## src/rtl/commit_unit_pkg.sv

```systemverilog
// Shared core types for the rename/commit slice: physical register handles,
// renamed instructions, branch resolutions and the in-order tracking entry.
package commit_unit_pkg;

    localparam int PHYS_IDX_W    = 6;
    localparam int ROB_DEPTH_DEF = 16;

    typedef struct packed {
        logic                  valid;
        logic [PHYS_IDX_W-1:0] idx;
    } p_reg_t;

    typedef struct packed {
        logic   valid;
        p_reg_t rd;
    } rinstr_t;

    typedef struct packed {
        logic valid;
        logic hit;
    } br_result_t;

    typedef struct packed {
        logic   valid;
        logic   done;
        logic   is_branch;
        p_reg_t rd;
    } rob_entry_t;

    // p0 is hardwired, so only a valid non-zero destination counts as renamed
    function automatic logic has_dest(input p_reg_t r);
        return r.valid && (r.idx != '0);
    endfunction

endpackage

```

## src/rtl/commit_unit.sv

```systemverilog
// In-order commit tracker: allocates renamed instructions, collects writebacks
// and branch outcomes, and retires one entry per cycle back to rename.
module commit_unit
    import commit_unit_pkg::*;
#(
    parameter int ROB_DEPTH = ROB_DEPTH_DEF,
    parameter int P_IDX_W   = PHYS_IDX_W
) (
    input  logic       clk,
    input  logic       rst_ni,
    input  rinstr_t    rinstr_i,
    input  logic       is_branch_i,
    input  p_reg_t     wb_i,
    input  br_result_t br_result_i,
    output p_reg_t     p_commit_o,
    output logic       rob_full_o
);

    localparam int PTR_W = $clog2(ROB_DEPTH);

    typedef logic [PTR_W-1:0] ptr_t;
    typedef logic [PTR_W:0]   count_t;

    localparam ptr_t   PTR_ONE = ptr_t'(1);
    localparam count_t CNT_ONE = count_t'(1);

    rob_entry_t rob_q [ROB_DEPTH];
    rob_entry_t rob_d [ROB_DEPTH];

    ptr_t   head_q, head_d;
    ptr_t   tail_q, tail_d;
    ptr_t   br_ptr_q, br_ptr_d;
    count_t count_q, count_d;
    logic   br_active_q, br_active_d;
    p_reg_t commit_q, commit_d;

    logic             retire;
    logic             resolve;
    logic             flush;
    logic             alloc;
    logic             new_branch;
    ptr_t             br_off;
    ptr_t             off;
    logic [P_IDX_W-1:0] wb_idx;

    assign wb_idx     = wb_i.idx;
    assign rob_full_o = (count_q == count_t'(ROB_DEPTH));
    assign p_commit_o = commit_q;

    always_comb begin
        rob_d       = rob_q;
        head_d      = head_q;
        tail_d      = tail_q;
        count_d     = count_q;
        br_active_d = br_active_q;
        br_ptr_d    = br_ptr_q;
        commit_d    = '0;
        off         = '0;

        br_off     = br_ptr_q - head_q;
        retire     = (count_q != '0) && rob_q[head_q].done;
        resolve    = br_result_i.valid && br_active_q;
        flush      = resolve && !br_result_i.hit;
        alloc      = rinstr_i.valid && !rob_full_o && !flush;
        new_branch = is_branch_i && !br_active_q;

        for (int i = 0; i < ROB_DEPTH; i++) begin
            if (wb_i.valid && rob_q[i].valid && !rob_q[i].done &&
                rob_q[i].rd.valid && (rob_q[i].rd.idx == wb_idx)) begin
                rob_d[i].done = 1'b1;
            end
        end

        if (resolve) begin
            rob_d[br_ptr_q].done = 1'b1;
            br_active_d          = 1'b0;
        end

        // Everything allocated after the mispredicted branch is younger by offset from head
        if (flush) begin
            for (int i = 0; i < ROB_DEPTH; i++) begin
                off = ptr_t'(i) - head_q;
                if (off > br_off) begin
                    rob_d[i] = '0;
                end
            end
            tail_d  = br_ptr_q + PTR_ONE;
            count_d = {1'b0, br_off} + CNT_ONE;
        end

        // Retire sees registered done only, so a same-cycle writeback retires a cycle later
        if (retire) begin
            rob_d[head_q] = '0;
            head_d        = head_q + PTR_ONE;
            count_d       = count_d - CNT_ONE;
            if (has_dest(rob_q[head_q].rd)) begin
                commit_d = rob_q[head_q].rd;
            end
        end

        if (alloc) begin
            rob_d[tail_q].valid     = 1'b1;
            rob_d[tail_q].rd        = rinstr_i.rd;
            rob_d[tail_q].is_branch = new_branch;
            rob_d[tail_q].done      = !has_dest(rinstr_i.rd) && !new_branch;
            tail_d                  = tail_q + PTR_ONE;
            count_d                 = count_d + CNT_ONE;
            if (new_branch) begin
                br_active_d = 1'b1;
                br_ptr_d    = tail_q;
            end
        end
    end

    always_ff @(posedge clk or negedge rst_ni) begin
        if (!rst_ni) begin
            for (int i = 0; i < ROB_DEPTH; i++) begin
                rob_q[i] <= '0;
            end
            head_q      <= '0;
            tail_q      <= '0;
            br_ptr_q    <= '0;
            count_q     <= '0;
            br_active_q <= 1'b0;
            commit_q    <= '0;
        end else begin
            rob_q       <= rob_d;
            head_q      <= head_d;
            tail_q      <= tail_d;
            br_ptr_q    <= br_ptr_d;
            count_q     <= count_d;
            br_active_q <= br_active_d;
            commit_q    <= commit_d;
        end
    end

endmodule

```

## config.mk

```make
export PLATFORM = sky130hd
export DESIGN_NAME = commit_unit
export DESIGN_NICKNAME = d
export VERILOG_FILES = /design/src/rtl/commit_unit_pkg.sv /design/src/rtl/commit_unit.sv
export SDC_FILE = /design/constraint.sdc
export NUM_CORES = 1
export LEC_CHECK = 0
export CAP_MARGIN = 25
export CORE_ASPECT_RATIO = 1.2
export CORE_MARGIN = 1
export CORE_UTILIZATION = 56
export CTS_BUF_LIST = sky130_fd_sc_hd__clkbuf_8
export DETAILED_ROUTE_END_ITERATION = 8
export GPL_ROUTABILITY_DRIVEN = 0
export GPL_TIMING_DRIVEN = 0
export PLACE_DENSITY = 0.71
export SYNTH_ARGS = -nofsm -noshare
export SYNTH_HDL_FRONTEND = slang
export SYNTH_SLANG_ARGS = --single-unit
```

## constraint.sdc

```tcl
create_clock -name clk -period 6.2 [get_ports clk]
set_clock_uncertainty 0.2 [all_clocks]
set_input_delay 0.62 -clock clk [delete_from_list [all_inputs] [get_ports clk]]
set_output_delay 0.62 -clock clk [all_outputs]
set_load 0.01 [all_outputs]
```

==> Word-level counts from Yosys, hierarchy flattened <==
Cells that the tools add are included.
W data, S select, Z words.
{ "op_classes": {"n_reduce_logical": 103, "add_sub_neg": 23, "n_mux": 66, "n_bitwise": 5, "eq_ne": 17, "magnitude_cmp": 22} }
{ "ops": {"columns": ["op", "count"], "rows": [
  ["$bwmux W160", 5],
  ["$mux W160", 4],
  ["$demux W10 S4", 6],
  ["$mux W10", 18],
  ["$and A160 B160 Y160", 1],
  ["$not A160 Y160", 1],
  ["$eq A6 B6 Y1", 16],
  ["$logic_and A1 B1 Y1", 76],
  ["$gt A4 B4 Y1", 16],
  ["$bmux W10 S4", 1],
  ["$mux W9", 4],
  ["$sub A4 B4 Y4 const A", 8],
  ["$logic_not A1 Y1", 22],
  ["$mux W7", 3],
  ["$mux W1", 19],
  ["$sub A3 B4 Y4 const A", 4],
  ["$ge A5 B5 Y1 const B", 3],
  ["$lt A5 B1 Y1 const B", 3],
  ["$mux W5", 3],
  ["$not A4 Y5", 3],
  ["$add A4 B1 Y4 const B", 3],
  ["$reduce_bool A6 Y1", 2],
  ["$mux W4", 2],
  ["$mux W8", 1],
  ["10 further kinds", 12]
]} }
{ "totals": {"reg_bits": 185, "output_inout_bits": 8, "wordCells": 323, "inputBits": 20} }

==> Logic depth before layout (Yosys ltp) <==
Gate-level depths: netlist of the first run.
{ "logic_depth": {"depth_word": 16, "ltp_mapped": 17, "mapped_depth_nobuf": 13} }

==> Worst setup path after synthesis of the first run <==
OpenSTA, ideal clock, no wires.
{ "synth_path": {"path_kind": "flip-flop to flip-flop", "start": "register head_q[1]", "end": "register rob_q[28] (netlist bit)", "period_less_slack_ps": 4331, "setup_ps": 121, "stages_incl_launch_ff": 15, "slack_ps": 1869, "path_buffers": 3, "t_arrival_ps": 4010, "required_ps": 5879, "cell_sequence": "dfrtp_1 buf_6 buf_2 buf_1 inv_1 fa_1 xor2_1 inv_1 ha_1 and3_4 or2_0 maj3_2 a211oi_4 nor3_4 a22o_1"} }
{ "synth_rtl": {"columns": ["item", "line_no", "source"], "rows": [
  ["from (decl)", "commit_unit.sv:30", "ptr_t head_q, head_d;"],
  ["from (signal assigned)", "commit_unit.sv:120", "head_q <= '0;"],
  ["from (signal assigned)", "commit_unit.sv:128", "head_q <= head_d;"],
  ["to (signal assigned)", "commit_unit.sv:127", "rob_q <= rob_d;"],
  ["to (decl)", "commit_unit.sv:27", "rob_entry_t rob_q [ROB_DEPTH];"]
]} }

==> qor.csv, run 1 <==
stage;metric;value;unit
timing;hold_viol;0;
logic_synthesis;synth_cells;971;
global_route;grt_max_degree;125;
timing;worstMarginPinSlew;1.19;ns
global_route;grt_remaining_overflow;0;
timing;max_slew_margin;20.0;%
logic_synthesis;synth_commonest_cells;169 x dfrtp_1, 112 x a22o_1, 73 x xor2_1, 70 x nand2_1, 52 x xnor2_1;
timing;min_period;5.80;ns
clocking;htree_levels;4;
clocking;numCtsBuffers;17;
power_and_ir_drop;p_per_area;650;nW/um^2
logic_synthesis;yosysMostFrequentCell;dfrtp_1;
run;drv_cap;0;
floorplan;io_pins;28;
finish;multi_input_area;5860;sq um
finish;syn2layout_area_growth;8.71;%
worst_setup_path;crit_arrival;5.89;ns
logic_synthesis;synth_edf_count;0;
worst_setup_path;worstSetupPathType;flop to flop;
logic_synthesis;yosys_most_used_dff;dfrtp_1;
drt;drtPass1Iterations;6;
worst_hold_path;hold_path_depth;1;
run_status;status;complete, no violations;
timing;clock.fmax;0.173;GHz
worst_setup_path;cp_data_required_time;6.29;ns
finish;seqCellArea;4230;sq um
timing;fin_crit_sh;93.5;%
worst_setup_path;cp-start-kind;flop;
worst_setup_path;rr_worst_depth;13;
logic_synthesis;yosys.area.top_type_share;40.0;%
logic_synthesis;ys_ff_latch;169;
power_and_ir_drop;power;7.47;mW
drt;final_antenna_net_count;0;
logic_synthesis;yosys.area.top_type;dfrtp_1;
logic_synthesis;synth_area;10600;sq um
drt;viasPerCell;6.86;
clocking;clock-root-buffer;clkbuf_8;
drt;wl_per_cell;27.3;microns
drt;post-route-drc-count;0;
floorplan;core.rowCount;54;
clocking;postCtsSetupBuffers;0;
drt;drt_iter0_markers;1143;
finish;post-route-util;62.8;%
global_route;grt_antenna_before_repair;0;
placement;place_worst_setup_slack;0.0598;ns
clocking;insertion_delay;0.48;ns
power_and_ir_drop;cellLeakagePower;5.21;nW
logic_synthesis;synth.top_cells.by_area;dfrtp_1 40%, a22o_1 9.3%, mux4_2 7.2%;
floorplan;die_h;153;microns
floorplan;die-width;127;microns
floorplan;dieArea;19400;sq um
logic_synthesis;yosysUniqueCellTypes;75;
logic_synthesis;ys_seq_area_share;40.0;%
worst_hold_path;hold_class;flop to flop;
clocking;cts_sinks;169;
global_route;grt_first_pass_wirelength;52700;microns
drt;dr_total_vias;8719;
finish;layout-drive-gt1-share;13.5;%
logic_synthesis;avgSynthCellArea;10.9;sq um
clocking;clk_pin_slew;0.09;ns
clocking;clk_path_buf_depth;2;
timing;rsz0062_at_grt;false;
placement;port_buffers;13;
clocking;cts_tree;yes;
floorplan;initial_core_util;57.7;%
timing;finalWorstSetupSlack;0.405;ns
logic_synthesis;synth-async-reset-ratio;100;%
logic_synthesis;yosysWarnings;0;
finish;n_antenna_cell;0;
worst_setup_path;critPathMaxFanout;19;
floorplan;core;18300;sq um
timing;drv_slew;0;
global_route;grt_pass1_vias;8524;
finish;fill_cells;1519;
global_route;grt_usage;37.4;%
worst_setup_path;endpoint_kind;flop;
power_and_ir_drop;peakVddDrop;0.270;mV
drt;finalWirelength;34700;microns
timing;final-setup-viol-count;0;
finish;fin_nets;1070;
placement;hpwlAfterDp;24800;microns
logic_synthesis;syn_nets;1035;
==> sequential cells by signal, indices dropped and copies added, names as in the netlist <==
register	cells
rob_q	144
p_commit_o	7
count_q	5
br_ptr_q	4
head_q	4
tail_q	4
br_active_q	1
==> placed cells by master, fill, tap and decap left out, drive strengths merged, types with 4 or more instances in the layout <==
cell | netlist | layout
mux2i | 6 | 6
o22ai | 6 | 6
nand3 | 28 | 28
xor2 | 74 | 74
o21a | 5 | 5
nand3b | 4 | 4
nor2b | 16 | 16
nor2 | 25 | 25
mux4 | 34 | 34
clkdlybuf4s50 | 0 | 12
clkinv | 1 | 5
nand2 | 70 | 70
mux2 | 9 | 9
xnor2 | 52 | 52
nand2b | 4 | 4
a21o | 25 | 25
inv | 30 | 34
dfrtp | 169 | 169
a31oi | 9 | 9
nand4 | 13 | 13
ha | 43 | 43
a21oi | 24 | 24
or3 | 4 | 4
o21ai | 33 | 33
buf | 36 | 38
and3 | 7 | 7
nor4 | 21 | 21
a32oi | 10 | 10
nor3 | 18 | 18
clkbuf | 36 | 57
a221o | 5 | 5
a22o | 112 | 112
a41oi | 7 | 7
==> cells by family after synthesis <==
logic type               Yosys count  synth area share [%]
AO/OA/AOI/OAI                    256                  18.9
AND/OR/NAND/NOR                  221                  11.6
flip-flops                       169                  40.0
XOR/XNOR                         126                  10.5
buffers and inverters            103                  4.59
multiplexers                      49                  8.77
adder cells (fa/ha/maj)           47                  5.59
==> power by group <==
part | internal, mW | switching (mW)
Clock | 0.429 | 0.428
Combinational | 1.96 | 2.59
Sequential | 1.57 | 0.495
Total | 3.96 | 3.52
==> layout make-up <==
cell class	count	share of cell area (%)
Timing Repair Buffer	17	1.61
Buffer	71	3.18
Inverter	31	1.01
Tap cell	252	2.74
Multi-Input combinational cell	699	51.0
Sequential cell	169	36.8
Clock inverter	12	1.30
Clock buffer	20	2.40
==> worst max-delay path, stage by stage (launching register included) <==
cell and delay (ns):
dfrtp_1 0.59, buf_6 0.21, buf_2 0.53, inv_1 0.37, ha_1 0.38, and3b_1 0.20
nor3_1 0.45, nor2_4 0.11, xnor2_1 0.52, inv_1 0.41, ha_1 0.42, o22a_1 0.16
o21ai_1 0.77, o21ai_0 0.28
==> per-layer routing <==
metal	GRT usage (%)	part of all wire, %	vias to the layer above
met2	57.7	46	586
met3	8.85	9.8	141
met4	20.7	6.1	0
li1	-	-	3660
met1	48.5	38	4332
met5	0	0	-
==> worst paths after layout <==
path | endpoint | slack (ns) | from
setup / recovery | rob_q[111] | 0.40 | head_q[1]
hold / removal | rob_q[69] | 0.29 | rob_q[69]
setup reg to reg | rob_q[111] | 0.40 | head_q[1]
hold reg to reg | rob_q[69] | 0.29 | rob_q[69]
max in group asynchronous | rob_q[70] | 4.44 | rst_ni
min in group asynchronous | p_commit_o[6] | 0.41 | rst_ni
==> stage by stage <==
| stage | std cells | instance area (sq um) | hold slack, ns | TNS (ns) |
|---|---|---|---|---|
| 6_report | 1271 | 11500 | 0.287 | 0 |
| 5_1_grt | 1271 | 11500 | 0.310 | 0 |
| 4_1_cts | 1271 | 11500 | 0.290 | 0 |
| 3_5_place_dp | 1238 | 11100 | 0.267 | 0 |
| 3_3_place_gp | 1236 | 11000 | 0.260 | -467.55 |
| 2_1_floorplan | 971 | 10600 | 0.124 | 0 |
==> what timing repair did <==
action | 4_1_cts | 5_1_grt
endpoints found under the setup margin | 0 | 90
endpoints found under the hold margin | 45 | 0
hold buffers | 1 | 0
gates resized for setup | 0 | 0
(Power assumes the default switching activity.)
==> inputs of run 2 (changes only) <==
- PLACE_DENSITY: 0.71 -> 0.82
- SLEW_MARGIN: not set -> 15
==> run 2 against run 1 <==
Setup slack gained 0.22 ns; register-to-register slack gained 0.22 ns; global-route usage shrank 1.3 points; sequential share of layout area grew 0.056 points; wire length shrank 3.1%; clock power shrank 4.6%; via count grew 1.2%; sequential power is essentially flat; critical path depth grew 3; critical path type unchanged; critical endpoint is now rob_q[36]; largest power group unchanged.
==> qor.csv, run 2 (synthesis results as in run 1) <==
stage;metric;value;unit;change
clocking;clk_path_buf_depth;2;;unchanged
worst_setup_path;cp_top_family;buffers and inverters;;unchanged
worst_setup_path;endpoint_kind;flop;;unchanged
timing;worstMarginPinSlew;1.03;ns;was 1.19 ns
worst_setup_path;reg2reg_to;rob_q[36];;was rob_q[111]
clocking;clk_pin_slew;0.10;ns;was 0.09 ns
worst_setup_path;rr_worst_depth;16;;was 13
floorplan;die_h;153;microns;unchanged
worst_setup_path;slowest_delay;0.59;ns;was 0.77 ns
worst_setup_path;worstSetupPathType;flop to flop;;unchanged
floorplan;initial_core_util;57.7;%;unchanged
clocking;cts_tree;yes;;unchanged
power_and_ir_drop;power;7.48;mW;was 7.47 mW
worst_setup_path;worstPathCellList;buf_6, buf_2, inv_1, ha_1, and3b_1, nor3_1, nor2_4, xnor2_1, inv_1, ha_1, inv_1, o21a_1, a32oi_1, nor2b_1, buf_2, a22o_1;;was buf_6, buf_2, inv_1, ha_1, and3b_1, nor3_1, nor2_4, xnor2_1, inv_1, ha_1, o22a_1, o21ai_1, o21ai_0
finish;fill_cells;1452;;was 1519
global_route;grt_first_pass_wirelength;51600;microns;was 52700 microns
global_route;grt_usage;36.1;%;was 37.4%
power_and_ir_drop;p_per_area;652;nW/um^2;was 650 nW/um^2
finish;fin_nets;1070;;unchanged
timing;rsz0062_at_grt;false;;unchanged
clocking;clock-root-buffer;clkbuf_8;;unchanged
run;drv_cap;0;;unchanged
power_and_ir_drop;cellLeakagePower;5.20;nW;was 5.21 nW
finish;final_common_cell;dfrtp_1;;unchanged
finish;n_antenna_cell;0;;unchanged
global_route;met2_usage;54.1;%;was 57.7%
worst_setup_path;crit_end;rob_q[36];;was rob_q[111]
drt;drt_iter0_markers;1087;;was 1143
timing;clock.fmax;0.179;GHz;was 0.173 GHz
run_status;status;complete, no violations;;unchanged
global_route;grt_remaining_overflow;0;;unchanged
timing;min_period;5.57;ns;was 5.80 ns
floorplan;core.rowCount;54;;unchanged
drt;drtPass1Iterations;7;;was 6
floorplan;core;18300;sq um;unchanged
placement;place_area;11100;sq um;unchanged
clocking;htree_levels;4;;unchanged
placement;hpwlAfterDp;24000;microns;was 24800 microns
worst_setup_path;crit_arrival;5.79;ns;was 5.89 ns
clocking;cts_resized;0;;unchanged
timing;hold_viol;0;;unchanged
finish;syn2layout_area_growth;8.55;%;was 8.71%
global_route;grt_pass1_vias;8737;;was 8524
worst_setup_path;cp_common_cell;inv_1;;
timing;whs;0.294;ns;was 0.287 ns
drt;wl_per_cell;26.5;microns;was 27.3 microns
floorplan;die-width;127;microns;unchanged
power_and_ir_drop;peakVddDrop;0.316;mV;was 0.270 mV
drt;viasPerCell;6.94;;was 6.86
worst_setup_path;r2r_start;head_q[1];;unchanged
worst_setup_path;cp.buffers_inverters;6;;was 4
worst_setup_path;critPathMaxFanout;19;;unchanged
drt;dr_total_vias;8822;;was 8719
finish;layout-drive-gt1-share;13.8;%;was 13.5%
drt;final_antenna_net_count;0;;unchanged
finish;fin_area;11500;sq um;about the same
clocking;cts_sinks;169;;unchanged
timing;fin_crit_sh;89.9;%;was 93.5%
drt;post-route-drc-count;0;;unchanged
floorplan;dieArea;19400;sq um;unchanged
drt;finalWirelength;33700;microns;was 34700 microns
clocking;insertion_delay;0.48;ns;about the same
worst_hold_path;hold_class;flop to flop;;unchanged
worst_setup_path;cp-start-kind;flop;;unchanged
global_route;use_met1;44.0;%;was 48.5%
worst_setup_path;cp_data_required_time;6.42;ns;was 6.29 ns
timing;drv_slew;0;;unchanged
worst_setup_path;crit_slowest_cell;dfrtp_1;;was o21ai_1
global_route;top_usage_layer;met2;;unchanged
timing;max_slew_margin;30.7;%;was 20.0%
timing;final-setup-viol-count;0;;unchanged
finish;layout_common_cells;169 x dfrtp_1, 112 x a22o_1, 73 x xor2_1;;unchanged
clocking;postCtsSetupBuffers;0;;unchanged
finish;multi_input_area;5860;sq um;unchanged
global_route;grt_util_met3;10.8;%;was 8.85%
clocking;numCtsBuffers;17;;unchanged
global_route;grt_antenna_before_repair;1;;was 0
worst_setup_path;rrSetupSlack;0.63;ns;was 0.40 ns
floorplan;io_pins;28;;unchanged
worst_setup_path;crit_path_start;head_q[1];;unchanged
finish;seqCellArea;4230;sq um;unchanged
finish;top_register;rob_q;;unchanged
worst_setup_path;path_depth;16;;was 13
placement;port_buffers;13;;unchanged
finish;largest_reg_flops;144;;unchanged
global_route;grt_max_degree;98;;was 125
run 2: cell types whose count changed in the layout (fill, tap and decap cells not counted), sizes merged:
cell | previous run | this run
inv | 34 | 36
clkbuf | 57 | 55
clkinvlp | 1 | 0
bufinv | 3 | 1
clkinv | 5 | 8
run 2: repair_timing:
| action | 4_1_cts | 5_1_grt |
|---|---|---|
| setup endpoints to repair | 0 | 23 |
| hold endpoints to repair | 15 | 0 |
| hold buffers | 1 | 0 |
run 2: worst min-delay path by stage:
stage              start           to  slack, ns  depth (start not counted)
2_1_floorplan     rst_ni  br_active_q       0.12                          0
5_1_grt        rob_q[89]    rob_q[89]       0.30                          1
3_3_place_gp   rob_q[79]    rob_q[79]       0.26                          1
3_5_place_dp   rob_q[39]    rob_q[39]       0.27                          1
4_1_cts        rob_q[39]    rob_q[39]       0.29                          1
6_report       rob_q[79]    rob_q[79]       0.29                          1
run 2: final cells by class:
class | instances | area share (%)
Buffer | 71 | 3.18
Clock buffer | 18 | 2.16
Clock inverter | 14 | 1.38
Inverter | 31 | 1.01
Multi-Input combinational cell | 699 | 51.0
Sequential cell | 169 | 36.9
Tap cell | 252 | 2.75
Timing Repair Buffer | 17 | 1.61
run 2: routing by layer:
metal  vias up  part of all wire, %
li1       3668                    -
met1      4333                   36
met2       641                   45
met3       178                   10
met4         2                  8.2
met5         -                0.053
run 2: where the power goes:
| group | total (mW) | switching (mW) | internal, mW |
|---|---|---|---|
| logic | 4.59 | 2.62 | 1.97 |
| registers | 2.07 | 0.507 | 1.57 |
| clock network | 0.818 | 0.472 | 0.347 |
| total | 7.48 | 3.60 | 3.88 |
run 2: stage by stage:
stage	setup slack [ns]	util, %	cells	TNS [ns]
after global routing	0.295	62.7	1271	0
final	0.625	62.7	1271	0
after floorplan	1.87	-	971	0
after CTS	0.256	62.6	1271	0
after global placement	-2.65	60.2	1236	-446.24
after detailed placement	0.312	60.4	1238	0
run 2: worst reg2reg max path, stage by stage, from the launching register on:
cell	delay, ns
dfrtp_1	0.59
buf_6	0.21
buf_2	0.48
inv_1	0.39
ha_1	0.38
and3b_1	0.20
nor3_1	0.45
nor2_4	0.11
xnor2_1	0.40
inv_1	0.33
ha_1	0.42
inv_1	0.07
o21a_1	0.19
a32oi_1	0.46
nor2b_1	0.21
buf_2	0.24
a22o_1	0.18
==> inputs of run 3 (changes only) <==
- clock period: 6.2 -> 7.2 ns (I/O delays scaled with it)
==> run 3 against run 2 <==
Critical path depth increased by 1; register-to-register slack improved by 0.28 ns; sequential power decreased by 14%; total power decreased by 14%; combinational power decreased by 14%; worst hold slack got worse by 0.22 ns; final cell count unchanged; maximum frequency decreased by 11%; first-iteration DRC count decreased by 1.2%; via count increased by 0.68%; setup slack improved by 0.28 ns.
==> qor.csv, run 3 (synthesis results as in run 1) <==
stage;metric;value;unit;change
drt;drtPass1Iterations;5;;was 7
timing;clock.fmax;0.159;GHz;was 0.179 GHz
clocking;insertion_delay;0.48;ns;about the same
clocking;clk_path_buf_depth;2;;unchanged
global_route;grt_first_pass_wirelength;51600;microns;unchanged
drt;wl_met1;12200;microns;about the same
clocking;postCtsSetupBuffers;0;;unchanged
finish;n_antenna_cell;0;;unchanged
floorplan;core;18300;sq um;unchanged
power_and_ir_drop;cellLeakagePower;5.20;nW;about the same
finish;largest_reg_flops;144;;unchanged
floorplan;core.rowCount;54;;unchanged
drt;final_antenna_net_count;0;;unchanged
finish;syn2layout_area_growth;8.49;%;was 8.55%
finish;layout_common_cells;169 x dfrtp_1, 112 x a22o_1, 73 x xor2_1;;unchanged
clocking;numCtsBuffers;17;;unchanged
global_route;grt_remaining_overflow;0;;unchanged
clocking;cts_sinks;169;;unchanged
drt;viasPerCell;6.99;;was 6.94
floorplan;die_h;153;microns;unchanged
worst_setup_path;cp_data_required_time;7.42;ns;was 6.42 ns
timing;max_slew_margin;30.3;%;was 30.7%
drt;top_layer;met5;;unchanged
drt;finalWirelength;33900;microns;was 33700 microns
floorplan;initial_core_util;57.7;%;unchanged
finish;fill_cells;1453;;was 1452
finish;final_cell_count_no_fill;1271;;unchanged
worst_setup_path;worstSetupPathType;flop to flop;;unchanged
run_status;status;complete, no violations;;unchanged
drt;post-route-drc-count;0;;unchanged
floorplan;die-width;127;microns;unchanged
global_route;grt_usage;36.1;%;unchanged
worst_hold_path;hold_class;primary input to async pin;;was flop to flop
floorplan;dieArea;19400;sq um;unchanged
worst_setup_path;critPathMaxFanout;11;;was 19
finish;final_common_cell;dfrtp_1;;unchanged
drt;wl_met2;15200;microns;was 15300 microns
global_route;grt_antenna_before_repair;1;;unchanged
drt;routed-wl-met3;3500;microns;was 3430 microns
drt;dr_total_vias;8882;;was 8822
clocking;clock-root-buffer;clkbuf_8;;unchanged
power_and_ir_drop;p_per_area;562;nW/um^2;was 652 nW/um^2
global_route;grt_max_degree;98;;unchanged
worst_setup_path;crit_arrival;6.52;ns;was 5.79 ns
global_route;grt_pass1_vias;8737;;unchanged
power_and_ir_drop;peakVddDrop;0.269;mV;was 0.316 mV
finish;layout-drive-gt1-share;13.8;%;unchanged
timing;hold_viol;0;;unchanged
timing;min_period;6.30;ns;was 5.57 ns
placement;port_buffers;13;;unchanged
drt;wl_per_cell;26.7;microns;was 26.5 microns
placement;post-place-cells;1238;;unchanged
clocking;cts_tree;yes;;unchanged
timing;final-setup-viol-count;0;;unchanged
worst_setup_path;rr_worst_depth;17;;was 16
floorplan;io_pins;28;;unchanged
clocking;clk_pin_slew;0.10;ns;about the same
timing;rsz0062_at_grt;false;;unchanged
worst_setup_path;endpoint_kind;flop;;unchanged
timing;whs;0.0747;ns;was 0.294 ns
run;drv_cap;0;;unchanged
finish;top_register;rob_q;;unchanged
clocking;cts_hold_buf;0;;was 1
timing;tns;0;ns;unchanged
worst_setup_path;cp-start-kind;flop;;unchanged
placement;hpwlAfterDp;24000;microns;unchanged
power_and_ir_drop;power;6.45;mW;was 7.48 mW
finish;fin_nets;1070;;unchanged
drt;drt_iter0_markers;1074;;was 1087
timing;fin_crit_sh;87.5;%;was 89.9%
clocking;htree_levels;4;;unchanged
timing;worstMarginPinSlew;1.04;ns;was 1.03 ns
timing;drv_slew;0;;unchanged
clocking;cts_resized;0;;unchanged
==> run 3: cell types whose count changed in the layout (fill, tap and decap cells not counted) <==
cell	before	now
dlygate4sd3_1	1	0
buf_1	9	10
==> run 3: final timing paths <==
path | startpoint | end | slack (ns)
max in group asynchronous | rst_ni | rob_q[33] | 5.91
worst min-delay path | rst_ni | head_q[1] | 0.07
worst max-delay path | head_q[1] | rob_q[36] | 0.90
min in group clk | rob_q[129] | rob_q[129] | 0.29
worst max register to register | head_q[1] | rob_q[36] | 0.90
worst min register to register | rob_q[129] | rob_q[129] | 0.29
==> run 3: metal layers <==
metal	vias up	GRT usage [%]
met2	667	54.1
met1	4346	44.0
met3	200	10.8
li1	3667	-
met4	2	26.6
met5	-	0
==> run 3: final cells by class <==
type	count	area [sq um]	area share (%)
buffer	72	369	3.22
clock buffer	18	248	2.16
clock inverter	14	159	1.39
inverter	31	116	1.01
multi-input combinational	699	5860	51.1
sequential	169	4230	36.9
tap	252	315	2.75
timing repair buffer	16	175	1.53
==> run 3: worst max-delay path, stage by stage, from the launching register on <==
cell     delay, ns
dfrtp_1       0.59
buf_6         0.21
buf_2         0.37
buf_1         0.71
inv_1         0.45
ha_1          0.40
and3b_1       0.20
nor3_1        0.45
nor2_4        0.11
xnor2_1       0.41
inv_1         0.34
ha_1          0.42
inv_1         0.07
o21a_1        0.19
a32oi_1       0.48
nor2b_1       0.22
buf_2         0.25
a22o_1        0.17
==> run 3: stage by stage <==
stage	utilization (%)	worst slack [ns]	area (sq um)
floorplan	-	2.87	10600
global placement	60.2	-1.75	11000
detailed placement	60.4	1.31	11100
CTS	62.6	1.26	11500
global route	62.6	0.791	11500
finish	62.6	0.901	11500
==> run 3: power breakdown <==
| part | switching (mW) | total [mW] | internal, mW |
|---|---|---|---|
| sequential | 0.434 | 1.78 | 1.35 |
| clock | 0.402 | 0.700 | 0.299 |
| combinational | 2.27 | 3.96 | 1.70 |
